$ cat config.mk
export PLATFORM = sky130hd
export DESIGN_NAME = tick_gen
export DESIGN_NICKNAME = d
export VERILOG_FILES = /design/src/rtl/tick_gen_pkg.sv /design/src/rtl/tick_gen_sync_edge.sv /design/src/rtl/tick_gen.sv
export SDC_FILE = /design/constraint.sdc
export NUM_CORES = 1
export LEC_CHECK = 0
export ABC_AREA = 1
export BUFFER_PORTS_ARGS = -buffer_cell sky130_fd_sc_hd__buf_2
export CAP_MARGIN = 20
export CORE_AREA = 4 4 73 75
export CTS_CLUSTER_SIZE = 16
export DETAILED_ROUTE_END_ITERATION = 6
export DIE_AREA = 0 0 77 79
export PLACE_DENSITY = 0.67
export RECOVER_POWER = 50
export SLEW_MARGIN = 20
export SYNTH_ARGS = -nofsm -noshare
export SYNTH_HDL_FRONTEND = slang
export SYNTH_SLANG_ARGS = --single-unit
$ cat constraint.sdc
create_clock -name clk -period 2.68 [get_ports clk]
set_clock_uncertainty 0.1 [all_clocks]
set_input_delay 0.402 -clock clk [delete_from_list [all_inputs] [get_ports clk]]
set_output_delay 0.402 -clock clk [all_outputs]
set_load 0.02 [all_outputs]
$ cat src/rtl/tick_gen_pkg.sv
// Shared encodings and the period helper for the tick_gen rate divider.
package tick_gen_pkg;

    localparam logic [1:0] SPD_FULL = 2'b00;
    localparam logic [1:0] SPD_1HZ  = 2'b01;
    localparam logic [1:0] SPD_HALF = 2'b10;
    localparam logic [1:0] SPD_QTR  = 2'b11;

    typedef logic [0:0] state_t;
    localparam state_t IDLE = 1'b0;
    localparam state_t RUN  = 1'b1;

    // Wide enough for 4*CLK_HZ-1 of any 32-bit clock rate; callers cast to CNT_W.
    localparam int PERIOD_W = 64;

    function automatic logic [PERIOD_W-1:0] period(input logic [1:0] speed,
                                                   input int unsigned clk_hz);
        logic [PERIOD_W-1:0] hz;
        hz = PERIOD_W'(clk_hz);
        case (speed)
            SPD_FULL: period = '0;
            SPD_1HZ:  period = hz - PERIOD_W'(1);
            SPD_HALF: period = (hz << 1) - PERIOD_W'(1);
            default:  period = (hz << 2) - PERIOD_W'(1);
        endcase
    endfunction

endpackage

$ cat src/rtl/tick_gen_sync_edge.sv
// Two-flop synchroniser plus rising-edge detect for the step pushbutton.
// Only built when TICK_GEN_STEP_EN is defined.
`ifdef TICK_GEN_STEP_EN
module sync_edge (
    input  logic clk,
    input  logic clr,
    input  logic raw,
    output logic rise
);

    logic meta;
    logic stable;
    logic prev;

    always_ff @(posedge clk or negedge clr) begin
        if (!clr) begin
            meta   <= 1'b0;
            stable <= 1'b0;
            prev   <= 1'b0;
        end else begin
            meta   <= raw;
            stable <= meta;
            prev   <= stable;
        end
    end

    assign rise = stable & ~prev;

endmodule
`endif

$ cat src/rtl/tick_gen.sv
// Rate divider producing a one-cycle tick at a switch-selected period.
// Define TICK_GEN_STEP_EN to enable single-step ticks from the pushbutton.
module tick_gen
    import tick_gen_pkg::*;
#(
    parameter int unsigned CLK_HZ = 50_000_000,
    parameter int          CNT_W  = 28
) (
    input  logic       clk,
    input  logic       clr,
    input  logic       run,
    input  logic [1:0] speed,
    input  logic       step,
    output logic       tick
);

    localparam logic [CNT_W-1:0] LOAD_FULL = CNT_W'(period(SPD_FULL, CLK_HZ));
    localparam logic [CNT_W-1:0] LOAD_1HZ  = CNT_W'(period(SPD_1HZ, CLK_HZ));
    localparam logic [CNT_W-1:0] LOAD_HALF = CNT_W'(period(SPD_HALF, CLK_HZ));
    localparam logic [CNT_W-1:0] LOAD_QTR  = CNT_W'(period(SPD_QTR, CLK_HZ));

    state_t           state;
    logic [CNT_W-1:0] cnt;
    logic [1:0]       speed_q;
    logic             step_edge;

    function automatic logic [CNT_W-1:0] load_of(input logic [1:0] s);
        case (s)
            SPD_FULL: load_of = LOAD_FULL;
            SPD_1HZ:  load_of = LOAD_1HZ;
            SPD_HALF: load_of = LOAD_HALF;
            default:  load_of = LOAD_QTR;
        endcase
    endfunction

`ifdef TICK_GEN_STEP_EN
    sync_edge u_step (
        .clk  (clk),
        .clr  (clr),
        .raw  (step),
        .rise (step_edge)
    );
`else
    logic unused_step;
    assign unused_step = step;
    assign step_edge   = 1'b0;
`endif

    // A speed change restarts the period, so the old count is never finished.
    always_ff @(posedge clk or negedge clr) begin
        if (!clr) begin
            state   <= IDLE;
            cnt     <= '0;
            speed_q <= SPD_FULL;
            tick    <= 1'b0;
        end else if (state == IDLE) begin
            if (run) begin
                state   <= RUN;
                cnt     <= load_of(speed);
                speed_q <= speed;
                tick    <= 1'b0;
            end else begin
                tick <= step_edge;
            end
        end else begin
            if (!run) begin
                state <= IDLE;
                tick  <= 1'b0;
            end else if (speed != speed_q) begin
                speed_q <= speed;
                cnt     <= load_of(speed);
                tick    <= 1'b0;
            end else if (cnt == '0) begin
                tick <= 1'b1;
                cnt  <= load_of(speed_q);
            end else begin
                cnt  <= cnt - CNT_W'(1);
                tick <= 1'b0;
            end
        end
    end

endmodule

* Yosys cells after proc, flatten, opt, wreduce, memory -nomap -nowiden *
Index checks and enable logic that the tools add are counted.

cells by class
  muxes and demuxes = 16
  add/subtract/negate cells = 1
  reductions and logical operators = 4
  equal/unequal tests = 6

operator list
  operator               count
  $pmux 28 s3            2
  $mux 28                5
  $logic_not 28->1       1
  $sub 28x1->28 const B  1
  $mux 2                 4
  $mux 1                 5
  $eq 2x1->1 const B     2
  $eq 2x2->1 const B     2
  $logic_not 2->1        2
  $ne 2x1->1 const B     1
  $ne 2x2->1             1
  $reduce_and 2->1       1

storage, ports and cells
  word-level logic and storage cells = 31
  output and inout port bits = 1
  input bits = 6
  register bits after elaboration = 32

* Depth between registers and ports, before layout *
Gate-level depths: netlist (run 1).

  word-level depth = 6
  depth in mapped cells = 11
  mapped depth without buffers = 11

* Worst setup path before layout (run 1) *
OpenSTA, ideal clock, no wires.

  path type = flip-flop to flip-flop
  from = reg cnt[0]
  to = reg cnt[21]
  cell stages (with the launch flop) = 12
  buffers on the path = 1
  period minus slack after synthesis = 1.685 ns
  path slack = 0.995 ns
  arrival = 1.518 ns
  setup time = 0.067 ns
  required time = 2.513 ns
  path through = dfrtp_1 inv_1 ha_1 nand2_1 nor2_1 nand2_1 nor2_8 nand2_4 o21ai_2 nand2_2 buf_6 nand3_2

between the ends
  longest elaborated chain between the ends = 5
  elaborated cells between the ends (all ways) = 6
  those cells by class = 1 x add/sub; 4 x mux; 1 x reduce/logical

RTL lines
  what                                                      line                            RTL
  from (decl)                                               tick_gen.sv:23                  logic [CNT_W-1:0] cnt;
  from (signal assigned)                                    tick_gen.sv:59                  cnt <= load_of(speed);
  from (signal assigned)                                    tick_gen.sv:71                  cnt <= load_of(speed);
  from (signal assigned)                                    tick_gen.sv:75                  cnt <= load_of(speed_q);
  $sub 28x1->28 / $logic_not 28->1 (equally long branches)  tick_gen.sv:77, tick_gen.sv:73
  $mux 28 (*)                                               tick_gen.sv:73                  end else if (cnt == '0) begin
  $mux 28 (*)                                               tick_gen.sv:69                  end else if (speed != speed_q) begin
  $mux 28 (*)                                               tick_gen.sv:66                  if (!run) begin
  $mux 28 (*)                                               tick_gen.sv:56                  end else if (state == IDLE) begin

Every way passes the cells marked *; elsewhere a longest branch is shown, timed or not. The select of a mux whose other input is x is not followed.
A chain may end at the register's enable or synchronous reset.

* Worst setup path after layout (run 1) *
  from = reg cnt[0]
  to = reg cnt[1]

The elaborated chain is that of the path after synthesis.

==> results of run 1 <==
## synthesized netlist by cell type, types with 2 or more instances
| cell | instances |
|---|---|
| o22ai_1 | 4 |
| nor2_4 | 6 |
| nand3_2 | 12 |
| nand3_1 | 32 |
| xor2_1 | 11 |
| xnor2_1 | 4 |
| dfrtp_1 | 32 |
| nand2_4 | 2 |
| o211ai_1 | 2 |
| nand2_2 | 4 |
| nand4_1 | 12 |
| o21bai_1 | 2 |
| inv_1 | 38 |
| o21ai_1 | 2 |
| nand2_1 | 97 |
| a21oi_1 | 5 |
| nor2_2 | 6 |
| clkbuf_1 | 3 |
| o21ai_0 | 2 |
| ha_1 | 10 |
| nand3b_1 | 2 |
| buf_6 | 2 |
| nor2_1 | 39 |
## through the flow
step           setup slack (ns)  total power [uW]  instances   util  hold slack [ns]
6_report                  0.623              1480        406  0.574            0.289
5_1_grt                   0.475              1580        406  0.574            0.297
4_1_cts                   0.604              1490        406  0.575           0.0989
3_5_place_dp              0.618               969        398  0.548            0.384
3_3_place_gp              0.656               960        398  0.548            0.381
2_1_floorplan             0.995               877        343      -          0.00641
## state kept, by name, summed over array words and instances (netlist names)
| register | flops |
|---|---|
| cnt | 28 |
| speed_q | 2 |
| state | 1 |
| tick | 1 |
## layout make-up
type / instances / area, sq um
repair buffers: 6 / 30.0
multi-input cells: 265 / 1490
flip-flops and latches: 32 / 801
inverters: 41 / 159
well taps: 54 / 67.6
fillers: 447 / 1980
clock inverters: 1 / 30.0
clock buffers: 7 / 96.3
## per-layer routing
metal  global-route usage  up-vias  wire (um)
met1                0.296     1011       2830
met2                0.364       66       2900
met5                    0        -          0
met3               0.0397       10        330
li1                     -     1117          -
met4               0.0819        0        119
## worst paths after layout
path | end | from
setup / recovery | cnt[1]$_DFFE_PN0P_ | cnt[0]$_DFFE_PN0P_
hold / removal | speed_q[0]$_DFFE_PN0P_ | speed[0]
setup reg to reg | cnt[1]$_DFFE_PN0P_ | cnt[0]$_DFFE_PN0P_
hold reg to reg | cnt[0]$_DFFE_PN0P_ | cnt[0]$_DFFE_PN0P_
max in group asynchronous | cnt[12]$_DFFE_PN0P_ | clr
min in group asynchronous | cnt[3]$_DFFE_PN0P_ | clr
## logic make-up (layout without fill, tap and decap cells)
group                    after synthesis  in the layout  share of synthesized area
AO/OA/AOI/OAI                         24             24                     0.0669
XOR/XNOR                              15             15                     0.0528
AND/OR/NAND/NOR                      216            216                      0.431
adder cells (fa/ha/maj)               10             10                     0.0503
flip-flops                            32             32                      0.322
buffers and inverters                 46             55                     0.0775
## power groups by stage
stage / clock network [uW] / logic, uW / registers [uW]
after floorplan: 0 / 275 / 602
after global placement: 0 / 339 / 621
after detailed placement: 0 / 347 / 622
after CTS: 526 / 349 / 614
after global routing: 556 / 395 / 627
final: 521 / 347 / 616
## critical path: cells and delay by family (launching register included)
| kind | cells | cell delay [ns] |
|---|---|---|
| flip-flops | 1 | 0.38 |
| AO/OA/AOI/OAI | 1 | 0.13 |
| adder cells (fa/ha/maj) | 1 | 0.23 |
| AND/OR/NAND/NOR | 7 | 0.99 |
| buffers and inverters | 1 | 0.15 |
==> metrics.yaml, run 1 <==
floorplan:
  coreArea_sq_um: 4660
  num_rows: 25
  die-area_sq_um: 6080
  initial_core_util: 0.534
  die_x_um: 77
  fp.dieH_um: 79
  ios: 7
yosys:
  syn_nets: 359
  synth_edf_count: 0
  syn-cell-area_sq_um: 2490
  synth_cell_types: 37
  syn_inst: 343
  synth_ff_type: "dfrtp_1"
  synth_seq_cells: 32
  synth_area_leaders: "dfrtp_1 32%, nand2_1 15%, nand3_1 6.4%"
  synth_area_per_cell_sq_um: 7.25
  synth_top_cell_area_share: 0.322
  yosysTopAreaCell: "dfrtp_1"
  yosysWarnings: 0
  ys_async_sr_fraction: 1.00
  ys_seq_area_frac: 0.322
clock_tree:
  hold_buffers: 0
  cts.repair.resized: 0
  cts-root-buf: "clkbuf_8"
  cts_setup_buffers: 0
  cts.sinks: 32
  clock_path_buffers: 2
  cts_tree: "built"
  cts_buffers: 5
  path_clk_slew_ns: 0.07
  h-tree-depth: 2
  insertion_delay_ns: 0.29
placed_design:
  routabilityCongestion: 0.885
  hpwl_mm: 4.57
  placed_cell_area_sq_um: 2550
  portBuffers: 5
timing:
  slew_headroom: -0.190
  finalSetupViolCount: 0
  slew_violations: 33
  hold_viol_final: 0
  min_period_over_period: 0.768
  rsz0062_at_grt: "no"
  period_needed_ns: 2.06
  worst_pin_slew_ns: 1.78
  fmax_mhz: 486
  setup_tns_ns: 0
cells_and_area:
  layout_commonest_cell: "nand2_1"
  diodes: 0
  syn_to_final_growth_pct: 7.65
  nNetsFinal: 367
  layout-drive-gt1-share: 0.139
  mostFrequentLayoutCells: "97 x nand2_1, 39 x nor2_1, 38 x inv_1"
  final_area_sq_um: 2680
worst_setup_path:
  arrival_ns: 2.17
  critPathMostFrequentCell: "nand2_1"
  max_stage_delay_ns: 0.38
  crit_chain: "inv_1 > ha_1 > nand2_1 > nor2_1 > nand2_1 > nor2_8 > nand2_4 > o21ai_2 > nand2_2 > nand3_1"
  worstSetupEndpointType: "register"
  r2r_slack_ns: 0.62
  r2r_cells: 10
  worstPathMaxFanout: 12
  start_kind: "register"
  crit_path_top_delay_cell: "dfrtp_1"
  cp.required_ns: 2.79
  crit_type: "register to register"
detailed_routing:
  avgRoutedWirePerCell_um: 15.2
  ant_nets: 0
  dr.first_iter.drc_count: 167
  drc: 0
  vias: 2204
  drt_pass1_iterations: 4
  viasPerCell: 5.43
  drt-total-wl_mm: 6.18
global_routing:
  grt_pass1_wl_mm: 10.6
  grt_overflow_total: 0
  antenna_found_initial: 0
  grt_usage: 0.223
  grt_max_degree: 33
  first_global_vias: 2070
pwr:
  p_seq_frac: 0.415
  irDropWorstVdd_mv: 0.290
  power-per-cell-area_nw_per_um2: 554
  pwr-share-comb: 0.234
  pwr-share-clk: 0.351
  leakage_uw: 0.00130
  internal_power_uw: 991
  switching_share: 0.333
  power.net_switching_uw: 494
status:
  violations: "capacitance limit, slew limit"
  status: "finished with violations"
worst_hold_path:
  min_path_type: "primary input to register"
  hold_depth: 3
flow_run:
  drv_cap: 1
(Power assumes the default switching activity.)
==> inputs of run 2 (changes only) <==
--- a/config.mk
+++ b/config.mk
@@ -5,14 +5,14 @@
 export SDC_FILE = /design/constraint.sdc
 export NUM_CORES = 1
 export LEC_CHECK = 0
-export ABC_AREA = 1
+export ABC_AREA = 0
 export BUFFER_PORTS_ARGS = -buffer_cell sky130_fd_sc_hd__buf_2
 export CAP_MARGIN = 20
-export CORE_AREA = 4 4 73 75
+export CORE_AREA = 4 4 70 72
 export CTS_CLUSTER_SIZE = 16
 export DETAILED_ROUTE_END_ITERATION = 6
-export DIE_AREA = 0 0 77 79
-export PLACE_DENSITY = 0.67
+export DIE_AREA = 0 0 74 76
+export PLACE_DENSITY = 0.69
 export RECOVER_POWER = 50
 export SLEW_MARGIN = 20
 export SYNTH_ARGS = -nofsm -noshare
==> constraint.sdc (replaced) <==
create_clock -name clk -period 1.87 [get_ports clk]
set_clock_uncertainty 0.1 [all_clocks]
set_input_delay 0.2805 -clock clk [delete_from_list [all_inputs] [get_ports clk]]
set_output_delay 0.2805 -clock clk [all_outputs]
set_load 0.02 [all_outputs]
==> metrics.yaml, run 2 <==
yosys:
  syn_inst: 261  # -24%
  yosysTopAreaCell: "dfrtp_1"
  synth_area_per_cell_sq_um: 8.68  # +20%
  synth_edf_count: 0  # unchanged
  synth_seq_cells: 32  # unchanged
  synth_top_cell_area_share: 0.353  # +0.0315
  syn-cell-area_sq_um: 2270  # -8.9%
  synth_cell_types: 47  # +27%
  synth_ff_type: "dfrtp_1"
  yosysMostFrequentCell: "dfrtp_1"
  syn_nets: 277  # -23%
  ys_seq_area_frac: 0.353  # +0.0315
  synth_area_leaders: "dfrtp_1 35%, ha_1 5.5%, nor4_1 3.6%"
  synthTopCellsByCount: "32 x dfrtp_1, 18 x nor2_1, 15 x nor3_1, 15 x o21ai_0"
  ys_async_sr_fraction: 1.00  # unchanged
  yosysWarnings: 0  # unchanged
floorplan:
  die_x_um: 74  # -3.9%
  initial_core_util: 0.528  # -0.00601
  num_rows: 24  # -4.0%
  coreArea_sq_um: 4290  # -7.9%
  die-area_sq_um: 5620  # -7.5%
  fp.dieH_um: 76  # -3.8%
  ios: 7  # unchanged
cells_and_area:
  final_cell_count_no_fill: 436  # +7.4%
  diodes: 0  # unchanged
  final_area_sq_um: 3940  # +47%
  final_util: 0.917  # +0.343
  nNetsFinal: 399  # +8.7%
  top_regs: "cnt (28), speed_q (2)"
  multi_input_area_sq_um: 1840  # +23%
  mostFrequentLayoutCells: "103 x buf_4, 32 x dfrtp_1, 17 x buf_6"
  layout-drive-gt1-share: 0.523  # +0.384
  syn_to_final_growth_pct: 73.8
  fillers: 157  # -65%
  layout_commonest_cell: "buf_4"
  regArea_sq_um: 801  # unchanged
  largest_register_ffs: 28  # unchanged
  top_register: "cnt"
global_routing:
  grt_max_degree: 33  # unchanged
  grt_pass1_wl_mm: 14.4  # +36%
  grt_usage: 0.335  # +0.112
  antenna_found_initial: 0  # unchanged
  first_global_vias: 2796  # +35%
  grt_overflow_total: 0  # unchanged
worst_setup_path:
  worstPathMaxFanout: 5  # -7
  worstSetupEndpointType: "register"
  arrival_ns: 2.94  # +0.77 ns
  crit_chain: "inv_2 > ha_4 > or4b_4 > or4_4 > buf_4 > buf_6 > buf_6 > nor4_4 > buf_4 > o31a_1 > o211ai_1"
  r2r_start: "cnt[0]$_DFFE_PN0P_"
  max_stage_delay_ns: 0.48  # +0.10 ns
  worstSetupStartpoint: "cnt[0]$_DFFE_PN0P_"
  crit_type: "register to register"
  crit_path_top_delay_cell: "or4b_4"
  cp.required_ns: 1.94  # -0.85 ns
  start_kind: "register"
clock_tree:
  h-tree-depth: 2  # unchanged
  cts_buffers: 5  # unchanged
  cts-root-buf: "clkbuf_8"
  cts.sinks: 32  # unchanged
  insertion_delay_ns: 0.30  # about the same
  path_clk_slew_ns: 0.07  # about the same
  cts_tree: "built"
  clock_path_buffers: 2  # unchanged
pwr:
  total_power_uw: 2630  # +77%
  switching_share: 0.346  # +0.0132
  internal_power_uw: 1720  # +74%
  irDropWorstVdd_mv: 0.547  # +88%
  leakage_uw: 0.00169  # +30%
  pwr-share-clk: 0.283  # -0.068
  p_seq_frac: 0.318  # -0.097
  power-per-cell-area_nw_per_um2: 667  # +20%
  power.net_switching_uw: 909  # +84%
  pwr-share-comb: 0.399  # +0.165
detailed_routing:
  avgRoutedWirePerCell_um: 25.8  # +70%
  drc: 0  # unchanged
  drt_pass1_iterations: 5  # +1
  dr.first_iter.drc_count: 514  # +210%
  ant_nets: 0  # unchanged
  viasPerCell: 7.35  # +35%
  drt-total-wl_mm: 11.3  # +82%
  vias: 3204  # +45%
timing:
  finalWorstSetupSlack_ns: -1.00  # -1.63 ns
  fmax_mhz: 348  # -28%
  slew_violations: 0  # -100%
  slew_headroom: 0.456  # +0.646
  finalSetupViolCount: 29  # +29
  worst_pin_slew_ns: 0.816  # -0.969 ns
  min_period_over_period: 1.54  # +0.769
  rsz0062_at_grt: "yes"
  setup_tns_ns: -16.73  # -16.73 ns
  period_needed_ns: 2.87  # +0.817 ns
  hold_viol_final: 0  # unchanged
placed_design:
  routabilityCongestion: 0.956  # +8.1%
  hpwl_mm: 5.46  # +19%
  portBuffers: 5  # unchanged
  placed_cell_area_sq_um: 3150  # +23%
  dp_cells: 401  # +0.75%
flow_run:
  drv_cap: 0  # -1
worst_hold_path:
  min_path_type: "primary input to register"
  hp-start: "speed[1]"
status:
  status: "finished with violations"
  violations: "setup timing"
run 2: cell types whose count changed after synthesis, sizes merged, moves of 13 or more:
cell   before  now
nand2     103    9
nand3      44   10
nor3        1   15
nor4        0   13
nor2       52   18
inv        39   13
run 2: stage by stage:
step | worst slack, ns | hold WS [ns]
final | -1.00 | 0.284
after global routing | -1.07 | 0.335
after CTS | -0.835 | 0.134
after detailed placement | -0.810 | 0.284
after global placement | -0.781 | 0.267
after floorplan | -1.00 | -0.115
run 2: area by class of cell:
type,count,share of cell area
multi-input combinational,200,0.468
sequential,32,0.203
inverter,13,0.0124
clock inverter,1,0.00762
timing repair buffer,131,0.268
clock buffer,7,0.0245
tap,52,0.0165
run 2: power by group through the flow:
stage	logic (uW)	clock network (uW)	registers, uW
after global routing	1090	780	842
final	1050	743	835
after CTS	884	749	827
after detailed placement	754	0	840
after floorplan	340	0	865
after global placement	741	0	833
run 2: worst paths after layout:
check	depth (start not counted)	slack (ns)	end
worst max register to register	11	-1.00	cnt[22]$_DFFE_PN0P_
worst max-delay path	11	-1.00	cnt[22]$_DFFE_PN0P_
worst min-delay path	4	0.28	speed_q[1]$_DFFE_PN0P_
max in group asynchronous	2	0.65	speed_q[1]$_DFFE_PN0P_
worst min register to register	3	0.54	cnt[13]$_DFFE_PN0P_
min in group asynchronous	2	0.50	cnt[9]$_DFFE_PN0P_
run 2: worst max-delay path: cells and delay by family (launching register included):
kind	cells	cell delay, ns
simple gates	3	1.19
buf+inv	5	0.66
flops	1	0.41
compound gates	2	0.22
fa+ha+maj	1	0.14
run 2: layer usage:
layer	GRT usage	routed length [um]
met3	0.0765	1340
met4	0.165	947
met2	0.530	5050
met5	0	0
met1	0.420	3910
run 2: what timing repair did:
action                                  CTS  global route
gates cloned                              1             0
setup buffers                            15            14
hold buffers                              1             0
pin swaps                                29            17
endpoints found under the setup margin   29            29
gates resized for setup                  64            28
endpoints found under the hold margin    32             0
run 2: cell families after synthesis:
logic type,share of synthesized area
mux,0.00884
buf+inv,0.0530
flops,0.353
fa+ha+maj,0.0552
simple gates,0.291
compound gates,0.227
xor+xnor,0.0116
